===== src/rtl/player_input_decoder.sv =====
// Keyboard keycode slots -> per-player frame-aligned command words with
// sub-frame attack capture and a per-player attack cooldown counted in frames.
package player_input_pkg;
  typedef struct packed {
    logic kick;
    logic punch;
    logic crouch;
    logic jump;
    logic right;
    logic left;
  } cmd_t;
endpackage

module player_lane
  import player_input_pkg::*;
#(
  parameter int COOLDOWN_FRAMES = 12
) (
  input  logic       Clk,
  input  logic       Reset,
  input  logic       frame_edge,
  input  logic [3:0] move,      // {crouch, jump, right, left} held this cycle
  input  logic [1:0] press,     // {kick, punch} 0->1 transitions this cycle
  output cmd_t       cmd,
  output logic [3:0] cooldown
);
  localparam logic [3:0] CD_LOAD = 4'(COOLDOWN_FRAMES);

  logic [1:0] pend, pend_eff;
  cmd_t       next_cmd;
  logic [3:0] next_cd;

  // A press landing on the edge cycle itself still counts for that edge.
  assign pend_eff = pend | press;

  always_comb begin
    next_cmd        = '0;
    next_cd         = cooldown;
    next_cmd.left   = move[0] & ~move[1];
    next_cmd.right  = move[1] & ~move[0];
    next_cmd.jump   = move[2];
    next_cmd.crouch = move[3] & ~move[2];
    if (cooldown == 4'd0) begin
      if (pend_eff[0]) begin
        next_cmd.punch = 1'b1;
        next_cd        = CD_LOAD;
      end else if (pend_eff[1]) begin
        next_cmd.kick = 1'b1;
        next_cd       = CD_LOAD;
      end
    end else begin
      next_cd = cooldown - 4'd1;
    end
  end

  always_ff @(posedge Clk) begin
    if (Reset) begin
      pend     <= '0;
      cmd      <= '0;
      cooldown <= '0;
    end else if (frame_edge) begin
      pend     <= '0;
      cmd      <= next_cmd;
      cooldown <= next_cd;
    end else begin
      pend <= pend_eff;
    end
  end
endmodule

module player_input_decoder
  import player_input_pkg::*;
#(
  parameter int COOLDOWN_FRAMES = 12
) (
  input  logic       Clk,
  input  logic       Reset,
  input  logic       frame_vs,
  input  logic [7:0] keycode_0,
  input  logic [7:0] keycode_1,
  input  logic [7:0] keycode_2,
  input  logic [7:0] keycode_3,
  output logic [5:0] p1_cmd,
  output logic [5:0] p2_cmd,
  output logic       cmd_valid,
  output logic [3:0] p1_cooldown,
  output logic [3:0] p2_cooldown
);
  localparam int NUM_PLAYERS = 2;

  logic [3:0][7:0]                   slots;
  logic [NUM_PLAYERS-1:0][5:0]       held_d, held_q;
  logic [NUM_PLAYERS-1:0][1:0]       atk_prev, press;
  cmd_t [NUM_PLAYERS-1:0]            cmd;
  logic [NUM_PLAYERS-1:0][3:0]       cd;
  logic                              vs_q, frame_edge;

  assign slots      = {keycode_3, keycode_2, keycode_1, keycode_0};
  assign frame_edge = frame_vs & ~vs_q;

  always_comb begin
    held_d = '0;
    for (int s = 0; s < 4; s++) begin
      case (slots[s])
        8'h04: held_d[0][0] = 1'b1;
        8'h07: held_d[0][1] = 1'b1;
        8'h1A: held_d[0][2] = 1'b1;
        8'h16: held_d[0][3] = 1'b1;
        8'h09: held_d[0][4] = 1'b1;
        8'h0A: held_d[0][5] = 1'b1;
        8'h50: held_d[1][0] = 1'b1;
        8'h4F: held_d[1][1] = 1'b1;
        8'h52: held_d[1][2] = 1'b1;
        8'h51: held_d[1][3] = 1'b1;
        8'h0E: held_d[1][4] = 1'b1;
        8'h0F: held_d[1][5] = 1'b1;
        default: ;
      endcase
    end
  end

  // vs_q resets high so a frame_vs already high at reset release is not an edge.
  always_ff @(posedge Clk) begin
    if (Reset) begin
      vs_q      <= 1'b1;
      held_q    <= '0;
      atk_prev  <= '0;
      cmd_valid <= 1'b0;
    end else begin
      vs_q      <= frame_vs;
      held_q    <= held_d;
      cmd_valid <= frame_edge;
      for (int i = 0; i < NUM_PLAYERS; i++) atk_prev[i] <= held_q[i][5:4];
    end
  end

  for (genvar i = 0; i < NUM_PLAYERS; i++) begin : g_player
    assign press[i] = held_q[i][5:4] & ~atk_prev[i];
    player_lane #(.COOLDOWN_FRAMES(COOLDOWN_FRAMES)) u_lane (
      .Clk       (Clk),
      .Reset     (Reset),
      .frame_edge(frame_edge),
      .move      (held_q[i][3:0]),
      .press     (press[i]),
      .cmd       (cmd[i]),
      .cooldown  (cd[i])
    );
  end

  assign p1_cmd      = cmd[0];
  assign p2_cmd      = cmd[1];
  assign p1_cooldown = cd[0];
  assign p2_cooldown = cd[1];
endmodule


===== config.mk =====
export PLATFORM = sky130hd
export DESIGN_NAME = player_input_decoder
export DESIGN_NICKNAME = d
export VERILOG_FILES = /design/src/rtl/player_input_decoder.sv
export SDC_FILE = /design/constraint.sdc
export NUM_CORES = 1
export LEC_CHECK = 0
export ABC_AREA = 1
export BUFFER_PORTS_ARGS = -buffer_cell sky130_fd_sc_hd__buf_2
export CAP_MARGIN = 0
export CORE_MARGIN = 1.5
export CORE_UTILIZATION = 53
export DETAILED_ROUTE_END_ITERATION = 10
export PLACE_DENSITY_LB_ADDON = 0.2
export SLEW_MARGIN = 20
export SYNTH_ARGS = -nofsm -noshare
export SYNTH_HDL_FRONTEND = slang
export SYNTH_SLANG_ARGS = --single-unit
export TNS_END_PERCENT = 30

===== constraint.sdc =====
create_clock -name Clk -period 1.15 [get_ports Clk]
set_clock_uncertainty 0.05 [all_clocks]
set_input_delay 0.115 -clock Clk [delete_from_list [all_inputs] [get_ports Clk]]
set_output_delay 0.115 -clock Clk [all_outputs]
set_load 0.01 [all_outputs]

---- After elaboration in Yosys (flattened, before gate mapping) ----
Index checks and enable logic that the tools add are counted.
Widths: inputs -> output; s select.
storage, ports and cells
  bits of input ports ..................... 35
  register bits after elaboration ......... 42
  output and inout bits ................... 21
operators by class
  add/sub/neg operators ................... 2
  muxes and demuxes ....................... 62
  equality and inequality tests ........... 50
  bitwise operators ....................... 20
  reductions and logical operators ........ 5
operators by type and width
  kind                 number
  $eq 8x4->1 const B   16
  $eq 8x7->1 const B   16
  $eq 8x3->1 const B   8
  $eq 8x5->1 const B   8
  $mux 1               54
  $mux 4               6
  $logic_not 4->1      2
  $sub 4x1->4 const B  2
  $and 1x1->1          7
  $not 1->1            7
  $ne 3x1->1 const B   2
  $and 2x2->2          2
  $mux 2               2
  $not 2->2            2
  $or 2x2->2           2
  $reduce_and 2->1     2
  $reduce_or 2->1      1

---- Logic depth before layout (Yosys ltp) ----
  word-level depth ........................ 6
  mapped depth ............................ 9

---- By module ----
Synthesis repeated with hierarchy kept, for this count alone.
unflattened totals
  cell total of the unflattened synthesis .. 414
  area total of the unflattened synthesis .. 2452.4 um^2
by module, submodules not included
  module                times used  area each (um^2)  cells each
  player_input_decoder  1           1401.3            268
  player_lane           2           525.5             73

---- Least setup slack after synthesis ----
Ideal clock, no wire load.
  kind .................................... register to register
  from .................................... register g_player[1].u_lane.cooldown[0]
  to ...................................... register g_player[1].u_lane.cooldown[2]
  period minus slack after synthesis ...... 1.079 ns
  stages on the path, launching flop included .. 9
  setup time .............................. 0.118 ns
  slack ................................... 0.071 ns
  path buffers ............................ 0
  arrival ................................. 0.912 ns
  path through ............................ dfxtp_1 inv_1 nand2_2 nor2_4 nand3_2 nand2_1 nand2_1 nand2_1 nor2_1
on the way
  cells in the longest elaborated chain, start to end .. 3
  elaborated cells on any way between the ends .. 5
  those cells by class .................... add/sub: 1; eq/ne: 1; mux: 1; reduce/logical: 2
ends and longest elaborated chain
  what                                                 line  RTL
  start, declared                                      25    output logic [3:0] cooldown
  start signal, assigned                               64    cooldown <= next_cd;
  branches (longest 3 deep; another with $sub 4x1->4)  n/a
Parallel ways; which one is timed is not known.
A chain may end at the register's enable or synchronous reset.

---- Final worst setup path ----
  from .................................... register g_player[0].u_lane.cooldown[1]
  to ...................................... register g_player[0].u_lane.cooldown[2]
on the way
  cells in the longest elaborated chain, start to end .. 3
  elaborated cells on any way between the ends .. 5
  those cells by class .................... add/sub: 1; eq/ne: 1; mux: 1; reduce/logical: 2
ends and longest elaborated chain
  what                                                 line
  start, declared                                      25
  start signal, assigned                               64
  branches (longest 3 deep; another with $sub 4x1->4)  n/a
Parallel ways; which one is timed is not known.

==> metrics.cfg <==
[status]
status=finished, violations left
failed_checks=setup timing

[cells_and_area]
stdcell_count=495
finish.utilization_pct=69.3
filler_cell_count=374
antennaDiodeCount=0
drive_above_1_share_pct=30.0
syn_to_final_growth_pct=26.7
layout.nets=477
fin_area_sq_mm=0.00300

[power_and_ir_drop]
p_leak_nw=1.57
clkPwrFrac_pct=44.0
p_sw_mw=0.712
ir_drop_mv=0.514
comb_power_share_pct=10.5
sequentialPowerShare_pct=45.5
p_int_mw=2.50
switching_share_pct=22.1
power_density_mw_per_mm2=1070
finalPower_mw=3.22

[route]
drc_errors=0
avgViaCountPerCell=4.96
drtIter0Drc=112
top_layer=met4
vias=2456
m1WireLength_um=2360
wl_per_cell_um=10.9
ant_nets=0
dr_wl_met2_um=2690
dr.pass1.iters=4
dr_wl_met3_um=206
wirelength_um=5390

[global_route]
grt_max_degree=19
grt_overflow=0
grtUsageTotal_pct=22.1
grt_pass1_vias=2259
grt_first_pass_wirelength_um=8900
antenna_found_initial=0

[timing]
finalCritPeriodShare_pct=102
setup-violations-final=4
hold_viol_final=0
min_period_ns=1.17
fin_setup_tns_ns=-0.0676
worst_pin_slew_ns=0.299
rsz0062_at_grt=true
drv_slew=0
fin_ws_ns=-0.0240
holdWs_ns=0.0230
slew_headroom_pct=80.1
timing.fmax_ghz=0.852

[cts]
htreeDepth=2
root_buffer=clkbuf_8
cts_tree=yes
ctsHoldBuffers=0
clock-sinks=42
clk_pin_slew_ns=0.08
numCtsBuffers=5
cts.path.max_buffers=2
clock_latency_ns=0.29

[synth]
synthFlopType=dfxtp_1
synthTopCellsByCount=98 x nand2_1, 70 x nor2_1, 52 x inv_1, 42 x dfxtp_1, 40 x nand3_1
yosysSeqAreaShare_pct=35.6
avgSynthCellArea_sq_um=6.41
synth_area_leader_cell=dfxtp_1
synth_edf_count=0
synth_area_sq_mm=0.00236
syn-num-nets=404
postSynthCellCount=369
async_flop_share_pct=0
synth_area_leaders=dfxtp_1 36%, nand2_1 16%, nor2_1 11%, nand3_1 8.5%, inv_1 8.3%
synth_most_common_cell=nand2_1
yosys_warnings=0
ys_ff_latch=42
synth_top_area_share_pct=35.6
ys_types=30

[critical_path]
worst-path-max-fanout=5
crit_family=simple AND/OR/NAND/NOR gates
startpoint_type=register
critPathLaunch=g_player[0].u_lane.cooldown[1]$_SDFFE_PP0P_
cpPeakStageDelay_ns=0.37
cp_common_cell=nand2_4
critPathKind=register to register
arrival_ns=1.35
timing.rr.start=g_player[0].u_lane.cooldown[1]$_SDFFE_PP0P_
required_ns=1.32
cp_slowest_cell=dfxtp_4
end_kind=register
r2r_slack_ns=-0.02
crit_chain=inv_4 > nand2_4 > nor2_4 > nand3_4 > nand2_4 > nand2_2 > a21oi_2
crit_buf_inv=1

[die]
pin_count=56
fp.dieH_um=69.8
rows=24
start_util_pct=54.7
coreArea_sq_mm=0.00432
die_x_um=69.8
dieArea_sq_mm=0.00487

[placement]
pre_cts_ws_ns=0.0281
gp_congestion=0.888
place_hpwl_um=4080
placed_cell_area_sq_mm=0.00275
dp.cells=481
io_buffer_count=55

[min_path]
min_path_type=primary input to register
hold_start=frame_vs

[flow_run]
maxCapViolations=0

kinds of logic after synthesis:
logic type / share of synthesized area, %
AOI/OAI and AO/OA: 6.30
buffers and inverters: 10.3
and+or+nand+nor: 47.9
DFF: 35.6
final cells by class:
type	instances	area [sq um]	share of cell area, %
Timing Repair Buffer	70	388	12.9
Tap cell	52	65.1	2.17
Clock buffer	6	82.6	2.76
Clock inverter	2	60.1	2.01
Multi-Input combinational cell	266	1320	44.1
Sequential cell	42	855	28.5
Inverter	57	224	7.48
power groups by stage:
stage / sequential [mW] / clock [mW] / combinational, mW
2_1_floorplan: 1.50 / 0 / 0.189
4_1_cts: 1.47 / 1.44 / 0.325
3_3_place_gp: 1.50 / 0 / 0.316
3_5_place_dp: 1.50 / 0 / 0.322
5_1_grt: 1.46 / 1.48 / 0.380
6_report: 1.46 / 1.42 / 0.337
worst paths after layout:
kind                                                      end  depth (start not counted)
setup / recovery  g_player[0].u_lane.cooldown[2]$_SDFFE_PP0P_                          7
hold / removal                                vs_q$_SDFF_PP1_                          2
setup reg to reg  g_player[0].u_lane.cooldown[2]$_SDFFE_PP0P_                          7
hold reg to reg                        atk_prev[2]$_SDFF_PP0_                          2
flip-flops by register name, summed over array words and instances (netlist names):
name                      flops
atk_prev                      4
cmd_valid                     1
g_player.u_lane.cmd          12
g_player.u_lane.cooldown      8
g_player.u_lane.pend          4
held_q                       12
vs_q                          1
metal layers:
metal / vias up / GRT usage [%]
li1: 1294 / -
met1: 1083 / 24.8
met2: 66 / 40.3
met3: 13 / 4.07
met4: 0 / 9.62
met5: - / 0
placed cells by master (no fill, tap or decap), types with 2 or more instances in the layout:
cell / netlist / routed
a21oi_1: 5 / 4
a21oi_2: 4 / 5
nand2_1: 98 / 96
nand2_4: 1 / 4
dfxtp_1: 42 / 35
nand3_1: 40 / 39
inv_4: 1 / 4
o21ai_0: 7 / 7
inv_2: 4 / 7
nor3_2: 3 / 3
buf_4: 0 / 15
nor2_1: 70 / 68
clkbuf_8: 0 / 6
nand2_2: 4 / 3
dfxtp_2: 0 / 5
nand3_4: 1 / 2
nor2_2: 8 / 10
nor2_4: 3 / 3
bufinv_16: 0 / 2
dfxtp_4: 0 / 2
nand4_1: 9 / 9
inv_1: 52 / 46
o31ai_2: 3 / 3
buf_2: 3 / 55
timing repair:
item / CTS / global route
endpoints found under the hold margin: 0 / 0
gates resized for setup: 2 / 26
buffers inserted: 1 / 5
setup endpoints to repair: 3 / 9
pin swaps: 1 / 6
Note: power is estimated with default switching activity, not from simulation.
